[src/rtl/and4.sv]
// Registered 4-bit bitwise AND with a one-cycle valid pipeline.
// Also registers zero, all-ones and population-count flags alongside the result.
module and4 (
   input  logic       clk,
   input  logic       rst,
   input  logic [3:0] a,
   input  logic [3:0] b,
   input  logic       in_valid,
   output logic [3:0] y,
   output logic       out_valid,
   output logic       zero,
   output logic       all_ones,
   output logic [2:0] ones_cnt
);

   logic [3:0] y_q, y_d;
   logic       vld_q, vld_d;
   logic       zero_q, zero_d;
   logic       all_ones_q, all_ones_d;
   logic [2:0] cnt_q, cnt_d;
   logic [3:0] and_res;

   function automatic logic [2:0] popcnt4(input logic [3:0] v);
      return {2'b00, v[0]} + {2'b00, v[1]} + {2'b00, v[2]} + {2'b00, v[3]};
   endfunction

   assign and_res = a & b;

   always_comb begin
      y_d        = y_q;
      zero_d     = zero_q;
      all_ones_d = all_ones_q;
      cnt_d      = cnt_q;
      vld_d      = in_valid;
      // Operands are only looked at when valid, so X/Z on idle cycles never leaks in.
      if (in_valid) begin
         y_d        = and_res;
         zero_d     = (and_res == 4'b0000);
         all_ones_d = (and_res == 4'b1111);
         cnt_d      = popcnt4(and_res);
      end
   end

   // Stage boundary: result and flags registered together on the same edge.
   always_ff @(posedge clk) begin
      if (rst) begin
         y_q        <= 4'b0000;
         zero_q     <= 1'b1;
         all_ones_q <= 1'b0;
         cnt_q      <= 3'd0;
         vld_q      <= 1'b0;
      end else begin
         y_q        <= y_d;
         zero_q     <= zero_d;
         all_ones_q <= all_ones_d;
         cnt_q      <= cnt_d;
         vld_q      <= vld_d;
      end
   end

   assign y         = y_q;
   assign out_valid = vld_q;
   assign zero      = zero_q;
   assign all_ones  = all_ones_q;
   assign ones_cnt  = cnt_q;

endmodule

[config.mk]
export PLATFORM = sky130hd
export DESIGN_NAME = and4
export DESIGN_NICKNAME = d
export VERILOG_FILES = /design/src/rtl/and4.sv
export SDC_FILE = /design/constraint.sdc
export NUM_CORES = 1
export LEC_CHECK = 0
export BUFFER_PORTS_ARGS = -buffer_cell sky130_fd_sc_hd__clkbuf_2
export CAP_MARGIN = 20
export CORE_AREA = 2 2 39 41
export CTS_CLUSTER_DIAMETER = 80
export DETAILED_ROUTE_END_ITERATION = 8
export DIE_AREA = 0 0 41 43
export PLACE_DENSITY = 0.68
export SYNTH_ARGS = -nofsm -noshare
export SYNTH_HDL_FRONTEND = slang
export SYNTH_SLANG_ARGS = --single-unit
[constraint.sdc]
create_clock -name clk -period 1.58 [get_ports clk]
set_input_delay 0.079 -clock clk [delete_from_list [all_inputs] [get_ports clk]]
set_output_delay 0.079 -clock clk [all_outputs]
set_load 0.01 [all_outputs]
; ---- Word-level counts from Yosys, hierarchy flattened
; Cells that the tools add are included.
; W data, S select, Z words.
[op_classes]
n_bitwise = 1
n_addsub = 3
reduce_logical = 1
n_eq_ne = 1
[op_table]
columns = operator, count
row1 = $and A4 B4 Y4, 1
row2 = $eq A4 B4 Y1 const B, 1
row3 = $logic_not A4 Y1, 1
row4 = $add A2 B1 Y3, 1
row5 = $add A3 B1 Y3, 1
row6 = $add A1 B1 Y2, 1
[word_totals]
inputBits = 11
register_bits = 10
out_inout_bits = 10
elab_cells = 11

; ---- Longest topological paths before layout
; Gate-level depths: netlist (run 1).
[logic_depth]
ltp_word = 4
ltp_mapped = 7
ltp_nobuf = 7

; ---- Worst setup path before layout (run 1)
; No wires, ideal clock.
[synth_path]
kind = input to register
startpoint = input a[0]
endpoint = register cnt_q[1] (netlist: ones_cnt[1])
slack_ps = 311
setup_time_ps = 114
required_time_ps = 1466
cell_stages = 7
arrival_ps = 1155
path_cell_list = nand2_1 xor2_1 ha_1 ha_1 ha_1 mux2i_1 nor2_1
[synth_between]
elab_chain_len = 4
[synth_lines]
columns = item, line_no
row1 = from (decl), 6  ; input logic [3:0] a,
row2 = $and A4 B4 Y4, 27  ; assign and_res = a & b;
row3 = $add A1 B1 Y2, 24  ; return {2'b00, v[0]} + {2'b00, v[1]} + {2'b00, v[2]} + {2'b00, v[3]};
row4 = $add A2 B1 Y3, 24
row5 = $add A3 B1 Y3, 24
row6 = to (signal assigned), 56  ; cnt_q <= cnt_d;
row7 = to (decl), 20  ; logic [2:0] cnt_q, cnt_d;
; Every way passes these cells.
; A chain may end at the register's enable or synchronous reset.

; ---- Final worst setup path (run 1)
; Ends and elaborated chain as after synthesis.

==> metrics.log, run 1 <==
[metrics] result of the run: completed
[metrics] initial antenna violation count: 0
[metrics] Final Routed Wirelength: around 860 um
[metrics] CTS tree: done
[metrics] Final Critical Period: around 1200 ps
[metrics] IO Pins: 21
[metrics] Worst Slack Setup Final: 406 ps
[metrics] sequential-to-total area share from yosys stat: 42.0%
[metrics] startpoint-to-endpoint class of the critical path: in -> reg
[metrics] number of different library cells in the post-synthesis netlist: 21
[metrics] total standard cell area after synthesis: approximately 480 um2
[metrics] worst reg-to-reg path cell count: 2
[metrics] Worst Hold Path Cells: 3
[metrics] fraction of layout instances using a drive strength above 1: 42.0%
[metrics] power per cell area: 956 nW/um2
[metrics] fraction of synthesized cell area taken by the top area cell type: between 40% and 50%
[metrics] signal arrival time at the worst endpoint: about 1300 ps
[metrics] cell at the root of the clock tree: sky130_fd_sc_hd__clkbuf_4
[metrics] fin. max-slew vios: 0
[metrics] cell count after synthesis: between 40 and 50
[metrics] overall routing resource usage: 11.6%
[metrics] RSZ-0062 raised after global routing: false
[metrics] TritonCTS sink count: 10
[metrics] Max-slew headroom: 79.9%
[metrics] maximum clock rate: 0.852 GHz
[metrics] initial cell density of the core: 34.4%
[metrics] Post-layout nets: 84
[metrics] dpl hpwl: 659 um
[metrics] detail-routed net length per standard cell: 10.1 um
[metrics] origin of the critical flop-to-flop path: zero$_SDFFE_PP1P_
[metrics] largest voltage drop on the vdd net: 0.703 mV
[metrics] terminus of the critical flop-to-flop path: zero$_SDFFE_PP1P_
[metrics] clock insertion delay at the later pin of the skew report: 270 ps
[metrics] Vert. Die Dim: 43 um
[metrics] drt initial violations: 10
[metrics] launching element type of the critical path: input port
[metrics] final-report hold violation count: 0
[metrics] transition at the pin with the smallest max-transition slack: 302 ps
[metrics] top cells by area in the synthesized netlist: sky130_fd_sc_hd__dfxtp_1 (42%), sky130_fd_sc_hd__ha_1 (7.9%), sky130_fd_sc_hd__mux2i_1 (6.3%)
[metrics] horizontal extent of the die: ~41 um
[metrics] total vias in the final route: 398
[metrics] worst hold path class: in -> reg
[metrics] worst hold endpoint: y[3]$_SDFFE_PP0P_
[metrics] clk slew on worst S/H paths: ~70 ps
[metrics] global-route wire length before repair: 1320 um
[metrics] number of global-route vias before repair: 336
[metrics] Pleak: 0.302 nW
[metrics] final setup violating endpoints: 0
[metrics] part of the cycle the worst path needs: 74.3%
[metrics] routed vias/inst: 4.68
[metrics] CTS Hold Bufs: 0
[metrics] biggest area consumer among synthesized cells: sky130_fd_sc_hd__dfxtp_1
[metrics] largest fanout of any net on the critical path: 4
[metrics] htree depth: 1
[metrics] CORE AREA: 1380 um2
[metrics] Avg Cell Area, Syn: 10.1 um2
[metrics] count of buffers inserted at the top-level ports: 20
[metrics] leftover overflow at the end of global routing: 0
[metrics] standard-cell row count: 14
[metrics] number of buffers inserted to repair setup after CTS: 0
[metrics] Detailed Routing Iterations Pass 1: 4
[metrics] overall die area: 1760 um2
[metrics] Crit path required time: 1730 ps
[metrics] post-CTS sizing: 0
[metrics] register-to-register setup slack: 730 ps
[metrics] clock buffer depth: 2
[metrics] antenna diode count: 0
[metrics] clock buffer count from CTS: 3
[metrics] final setup skew: 0 ps
[metrics] MaxCap Viol Count: 0
[metrics] pin count of the biggest net entering global routing: 16
[metrics] post-synthesis net count: 61
[metrics] worst hold-check slack: 66.9 ps
[metrics] CP Capture Type: flop
[metrics] post-synthesis sequential element count: 10
[metrics] synth warn: 0
[metrics] area overhead of the layout relative to synthesis: 28.9%
[metrics] pre-CTS WS: 124 ps
[metrics] final weighted congestion in routability-driven placement: 0.744
[metrics] setup_tns: 0 ps
[metrics] count of antenna-violating nets left after detailed routing: 0
[metrics] final routed DRC violation total: 0
[metrics] hold wc startpoint: a[3]
[registers in the layout, summed over array words and instances (netlist names)]
| name | count |
|---|---|
| all_ones | 1 |
| out_valid | 1 |
| y | 4 |
| zero | 1 |
| ones_cnt | 3 |
[layer usage]
metal | routed length, um | vias up | GRT usage, %
met1 | 372 | 169 | 13.9
met4 | 0 | 0 | 2.00
met2 | 382 | 17 | 15.9
li1 | - | 212 | -
met5 | 0 | - | 0
met3 | 103 | 0 | 9.42
[placed cells by master, fill, tap and decap left out, types with 2 or more instances in the layout]
master,Yosys,routed
sky130_fd_sc_hd__and2_1,2,2
sky130_fd_sc_hd__a22oi_1,2,2
sky130_fd_sc_hd__ha_1,3,3
sky130_fd_sc_hd__mux2i_1,3,3
sky130_fd_sc_hd__nand2b_2,3,3
sky130_fd_sc_hd__clkbuf_4,0,3
sky130_fd_sc_hd__nor2_1,3,3
sky130_fd_sc_hd__a21oi_1,4,4
sky130_fd_sc_hd__clkbuf_2,0,20
sky130_fd_sc_hd__nand2_1,2,2
sky130_fd_sc_hd__dfxtp_1,10,10
sky130_fd_sc_hd__nand3_1,4,4
[cells in the mapped netlist]
cell type	n
sky130_fd_sc_hd__a21oi_1	4
sky130_fd_sc_hd__a22oi_1	2
sky130_fd_sc_hd__a311o_1	1
sky130_fd_sc_hd__a41o_1	1
sky130_fd_sc_hd__and2_1	2
sky130_fd_sc_hd__and4_1	1
sky130_fd_sc_hd__buf_4	1
sky130_fd_sc_hd__buf_6	1
sky130_fd_sc_hd__dfxtp_1	10
sky130_fd_sc_hd__ha_1	3
sky130_fd_sc_hd__mux2i_1	3
sky130_fd_sc_hd__nand2_1	2
sky130_fd_sc_hd__nand2b_1	1
sky130_fd_sc_hd__nand2b_2	3
sky130_fd_sc_hd__nand3_1	4
sky130_fd_sc_hd__nor2_1	3
sky130_fd_sc_hd__nor2b_1	1
sky130_fd_sc_hd__nor2b_2	1
sky130_fd_sc_hd__nor3b_2	1
sky130_fd_sc_hd__or2_1	1
sky130_fd_sc_hd__xor2_1	1
[kinds of logic (layout without fill, tap and decap cells)]
| family | count (synthesis) | count (layout) | share of synthesized area [%] |
|---|---|---|---|
| AOI/OAI and AO/OA | 8 | 8 | 11.5 |
| xor gates and xnor gates | 1 | 1 | 1.84 |
| adders and majority gates | 3 | 3 | 7.87 |
| buffers and inverters | 2 | 24 | 3.94 |
| DFF | 10 | 10 | 42.0 |
| muxes | 3 | 3 | 6.30 |
| and+or+nand+nor | 20 | 20 | 26.5 |
[worst max-delay path, stage by stage]
cell and delay [ps]:
sky130_fd_sc_hd__clkbuf_2 110, sky130_fd_sc_hd__nand2_1 70, sky130_fd_sc_hd__xor2_1 160, sky130_fd_sc_hd__ha_1 290, sky130_fd_sc_hd__ha_1 180, sky130_fd_sc_hd__ha_1 260, sky130_fd_sc_hd__mux2i_1 130, sky130_fd_sc_hd__nor2_1 50
[stage by stage]
stage / util (%) / instance area, um2 / std cells / total power [mW]
after CTS: 44.4 / 614 / 85 / 0.600
final: 44.4 / 614 / 85 / 0.588
after floorplan: - / 477 / 47 / 0.327
after global routing: 44.4 / 614 / 85 / 0.627
after global placement: 41.8 / 578 / 81 / 0.358
after detailed placement: 41.8 / 578 / 81 / 0.360
[how the worst max path moves through the flow]
stage / cells past startpoint / start / endpoint
finish: 8 / a[0] / ones_cnt[1]$_SDFFE_PP0P_
global route: 8 / b[0] / ones_cnt[1]$_SDFFE_PP0P_
CTS: 8 / a[0] / ones_cnt[1]$_SDFFE_PP0P_
detailed placement: 8 / a[0] / ones_cnt[1]$_SDFFE_PP0P_
global placement: 8 / a[0] / ones_cnt[1]$_SDFFE_PP0P_
floorplan: 7 / a[0] / ones_cnt[1]$_SDFFE_PP0P_
[report_power, final]
group          internal [mW]  switching [mW]  leakage [nW]  total, mW
combinational         0.0401          0.0432         0.199     0.0833
sequential             0.264         0.00565        0.0819      0.270
clock                  0.140          0.0946        0.0210      0.235
[final cells by class]
class,instances,area (um2)
clock buffers,4,36.3
flip-flops and latches,10,200
well taps,16,20.0
multi-input cells,35,258
repair buffers,20,100
fillers,151,769
Note: power is estimated with default switching activity, not from simulation.
==> run 2: changes to the inputs <==
--- a/config.mk
+++ b/config.mk
@@ -5,13 +5,14 @@
 export SDC_FILE = /design/constraint.sdc
 export NUM_CORES = 1
 export LEC_CHECK = 0
+export ABC_AREA = 1
 export BUFFER_PORTS_ARGS = -buffer_cell sky130_fd_sc_hd__clkbuf_2
 export CAP_MARGIN = 20
 export CORE_AREA = 2 2 39 41
 export CTS_CLUSTER_DIAMETER = 80
 export DETAILED_ROUTE_END_ITERATION = 8
 export DIE_AREA = 0 0 41 43
-export PLACE_DENSITY = 0.68
+export PLACE_DENSITY = 0.63
 export SYNTH_ARGS = -nofsm -noshare
 export SYNTH_HDL_FRONTEND = slang
 export SYNTH_SLANG_ARGS = --single-unit
==> constraint.sdc (replaced) <==
create_clock -name clk -period 1.15 [get_ports clk]
set_input_delay 0.0575 -clock clk [delete_from_list [all_inputs] [get_ports clk]]
set_output_delay 0.0575 -clock clk [all_outputs]
set_load 0.01 [all_outputs]
==> run 2 against run 1 <==
Against the previous run:
- critical path depth is 2 higher
- combinational power is 86% higher
- non-clock buffer count is 4 higher
- count of clock-buffer cells in the layout unchanged
- first-iteration DRC count is 50% higher
- routed wire length up 24%
- total power is 45% higher
- clock power is 37% higher
- via count increased by 12%
- sequential power up 40%
- cell area increased by 10%
==> metrics.log, run 2 <==
[metrics] async set or reset register ratio after synthesis: 0% (unchanged)
[metrics] launching element type of the critical path: input port
[metrics] Fillers: 145 (-4.0%)
[metrics] CTS tree: done
[metrics] Commonest cells post-synth: sky130_fd_sc_hd__nor2_1 (11), sky130_fd_sc_hd__dfxtp_1 (10), sky130_fd_sc_hd__nand2_1 (7), sky130_fd_sc_hd__o21ai_0 (7), sky130_fd_sc_hd__a21oi_1 (5)
[metrics] count of antenna-violating nets left after detailed routing: 0 (unchanged)
[metrics] CP Capture Point: ones_cnt[1]$_SDFFE_PP0P_
[metrics] Gate power share: 18.1% (+3.9 points)
[metrics] RSZ-0062 raised after global routing: false
[metrics] total number of cells along the worst setup path: 10 (+2)
[metrics] number of buffer and inverter instances along the worst setup path: 2 (+1)
[metrics] largest fanout of any net on the critical path: 3 (-1)
[metrics] biggest area consumer among synthesized cells: sky130_fd_sc_hd__dfxtp_1
[metrics] clock insertion delay at the later pin of the skew report: 260 ps (about the same)
[metrics] synth warn: 0 (unchanged)
[metrics] largest voltage drop on the vdd net: 0.511 mV (-27%)
[metrics] met3 WL post-DR: 37 um (-64%)
[metrics] clock buffer depth: 2 (unchanged)
[metrics] top routing layer used: met3
[metrics] final-report hold violation count: 0 (unchanged)
[metrics] drt initial violations: 15 (+5)
[metrics] pre-CTS WS: -284 ps (-407 ps)
[metrics] cell count after synthesis: 53 (+13%)
[metrics] part of the power in the clock network: 37.6% (-2.3 points)
[metrics] area overhead of the layout relative to synthesis: 63.4%
[metrics] register-to-register setup slack: 510 ps (-220 ps)
[metrics] total standard cell area after synthesis: 414 um2 (-13%)
[metrics] clock buffer count from CTS: 3 (unchanged)
[metrics] sum of met2 wire segment lengths after detailed routing: 627 um (+64%)
[metrics] Worst Slack Setup Final: 60.7 ps (-345 ps)
[metrics] pin count of the biggest net entering global routing: 12 (-4)
[metrics] global-route wire length before repair: 1500 um (+13%)
[metrics] cell breakdown of the critical path: clkbuf_8 -> nand2_8 -> nand2_1 -> inv_2 -> nor2_1 -> ha_1 -> ha_2 -> ha_4 -> nor2_1 -> nor2_1
[metrics] initial cell density of the core: 29.9% (-4.5 points)
[metrics] Avg Cell Area, Syn: 7.81 um2 (-23%)
[metrics] Crit path required time: 1310 ps (-420 ps)
[metrics] Post-layout nets: 95 (+13%)
[metrics] htree depth: 1 (unchanged)
[metrics] proportion of power drawn by flip-flops and latches: 44.3% (-1.6 points)
[metrics] overall die area: 1760 um2 (unchanged)
[metrics] count of buffers inserted at the top-level ports: 20 (unchanged)
[metrics] worst hold path class: in -> reg
[metrics] critical path's most frequent cell: sky130_fd_sc_hd__nor2_1
[metrics] origin of the critical flop-to-flop path: y[1]$_SDFFE_PP0P_
[metrics] Final Critical Period: around 1100 ps
[metrics] fraction of power spent switching nets: 25.8% (+1.3 points)
[metrics] result of the run: completed
[metrics] terminus of the critical flop-to-flop path: y[1]$_SDFFE_PP0P_
[metrics] overall routing resource usage: 13.1% (+1.5 points)
[metrics] fraction of synthesized cell area taken by the top area cell type: 48.3% (+6.3 points)
[metrics] detail-routed net length per standard cell: 11.1 um (+10%)
[metrics] worst reg-to-reg path cell count: 2 (unchanged)
[metrics] number of different library cells in the post-synthesis netlist: 12 (-43%)
[metrics] fraction of layout instances using a drive strength above 1: 43.8% (+1.7 points)
[metrics] startpoint-to-endpoint class of the critical path: in -> reg
[metrics] final setup violating endpoints: 0 (unchanged)
[metrics] leftover overflow at the end of global routing: 0 (unchanged)
[metrics] TritonCTS sink count: 10 (unchanged)
[metrics] most common library cell in the layout ignoring fill and taps: sky130_fd_sc_hd__clkbuf_2
[metrics] internal power consumption: 634 uW (+43%)
[metrics] CP Capture Type: flop
[metrics] post-synthesis net count: 67 (+9.8%)
[metrics] clk slew on worst S/H paths: 70 ps (about the same)
[metrics] post-synthesis sequential element count: 10 (unchanged)
[metrics] power dissipated by switching net loads: 220 uW (+53%)
[metrics] CORE AREA: 1380 um2 (unchanged)
[metrics] Max-slew headroom: 86.3% (+6.5 points)
[metrics] signal arrival time at the worst endpoint: 1250 ps (-80 ps)
[metrics] Detailed Routing Iterations Pass 1: 4 (unchanged)
[metrics] IO Pins: 21 (unchanged)
[metrics] top cells by area in the synthesized netlist: sky130_fd_sc_hd__dfxtp_1 (48%), sky130_fd_sc_hd__nor2_1 (10%), sky130_fd_sc_hd__ha_1 (9.1%)
[metrics] MaxCap Viol Count: 0 (unchanged)
[metrics] routed vias/inst: 4.64 (-1.0%)
[metrics] antenna diode count: 0 (unchanged)
[metrics] power per cell area: 1260 nW/um2 (+32%)
[metrics] commonest cells after routing, fill and taps aside: sky130_fd_sc_hd__clkbuf_2 (16), sky130_fd_sc_hd__nor2_1 (11), sky130_fd_sc_hd__dfxtp_1 (10)
[metrics] dpl hpwl: 749 um (+14%)
[metrics] final setup skew: 0 ps (unchanged)
[metrics] cell with the biggest individual delay on the critical path: sky130_fd_sc_hd__ha_1
[metrics] standard-cell row count: 14 (unchanged)
[metrics] final routed DRC violation total: 0 (unchanged)
[metrics] maximum clock rate: 0.918 GHz
[metrics] maximum cell stage delay along the critical path: 290 ps (about the same)
[metrics] horizontal extent of the die: 41 um (unchanged)
[metrics] initial antenna violation count: 0 (unchanged)
[metrics] number of flip-flops in the largest register: 4 (unchanged)
[metrics] number of buffers inserted to repair setup after CTS: 0 (unchanged)
[metrics] cell at the root of the clock tree: sky130_fd_sc_hd__clkbuf_4
[metrics] final weighted congestion in routability-driven placement: 0.706 (-5.1%)
[metrics] Design Power: 854 uW (+45%)
[metrics] Post-synth EDFFs: 0 (unchanged)
[metrics] total placed instance area: 589 um2 (+1.9%)
[metrics] Post-synth top flop: sky130_fd_sc_hd__dfxtp_1
[metrics] Pleak: 0.338 nW (+12%)
[metrics] Final Cell Area: 677 um2 (+10%)
[metrics] number of global-route vias before repair: 400 (+19%)
[metrics] part of the cycle the worst path needs: 94.7%
[metrics] CP delay by family, top: adder cells
[metrics] Worst Setup SP: a[0]
[metrics] fin. max-slew vios: 0 (unchanged)
[metrics] total vias in the final route: 445 (+12%)
[metrics] sequential-to-total area share from yosys stat: 48.3% (+6.3 points)
[metrics] count leader, synth: sky130_fd_sc_hd__nor2_1
[metrics] Vert. Die Dim: 43 um (unchanged)
[metrics] Routed met1 length: 401 um (+7.8%)
[metrics] Final Routed Wirelength: 1070 um (+24%)
[metrics] transition at the pin with the smallest max-transition slack: 205 ps (-96.8 ps)
## run 2: cell count changes in the layout (fill, tap and decap cells not counted), sizes merged, moves of 2 or more
cell | previous run | this run
nor2b | 2 | 0
mux2i | 3 | 0
nand2 | 2 | 7
nand3 | 4 | 2
nor2 | 3 | 12
inv | 0 | 5
nand2b | 4 | 0
a22oi | 2 | 0
o21ai | 0 | 7
and2 | 2 | 0
buf | 0 | 4
## run 2: how the worst min path moves through the flow
stage               startpoint                     to  slack (ps)  depth (start not counted)
global route              b[1]      y[1]$_SDFFE_PP0P_          80                          3
finish                    b[0]      y[0]$_SDFFE_PP0P_          90                          3
global placement           rst  all_ones$_SDFFE_PP0P_         270                          2
detailed placement         rst  all_ones$_SDFFE_PP0P_         270                          2
CTS                       b[1]      y[1]$_SDFFE_PP0P_          80                          3
floorplan                  rst  all_ones$_SDFFE_PP0P_         130                          1
## run 2: per-stage QoR
stage / hold slack [ps] / utilization (%) / TNS (ps) / cells
global placement: 272 / 42.6 / -500 / 91
floorplan: 127 / - / -49.6 / 53
CTS: 78.3 / 47.8 / 0 / 96
detailed placement: 270 / 42.6 / -590 / 91
global route: 83.8 / 48.9 / 0 / 96
finish: 87.6 / 48.9 / 0 / 96
## run 2: area by class of cell
cell class	count	area [um2]	share of cell area (%)
multi-input combinational	37	240	35.5
sequential	10	200	29.6
timing repair buffer	24	161	23.8
tap	16	20.0	2.96
clock buffer	4	36.3	5.36
inverter	5	18.8	2.77
## run 2: logic make-up (layout without fill, tap and decap cells)
group                      Yosys count  after routing  synth area share [%]
buffers and inverters                6             33                  6.34
and+or+nand+nor                     22             22                  21.8
adders and majority gates            3              3                  9.06
AOI/OAI and AO/OA                   12             12                  14.5
DFF                                 10             10                  48.3
## run 2: what timing repair did
item                       4_1_cts  5_1_grt
hold endpoints to repair         2        0
setup endpoints to repair        1        1
hold buffers                     1        0
gates resized for setup          3        4
pin swaps                        0        4
## run 2: layer usage
metal / global-route usage, % / up-vias
met2: 24.7 / 10
met1: 10.6 / 209
met4: 10.0 / 0
li1: - / 226
met3: 1.57 / 0
met5: 0 / -
## run 2: worst register-to-register path, stage by stage (launching register included)
cell	delay, ps
sky130_fd_sc_hd__dfxtp_1	310
sky130_fd_sc_hd__o21ai_0	140
sky130_fd_sc_hd__a21oi_1	70
## run 2: power by group through the flow
stage	Sequential (mW)	Clock [mW]	Combinational [mW]
after floorplan	0.395	0	0.0635
after global placement	0.384	0	0.135
after detailed placement	0.386	0	0.138
after CTS	0.378	0.327	0.150
after global routing	0.381	0.346	0.170
final	0.378	0.321	0.155
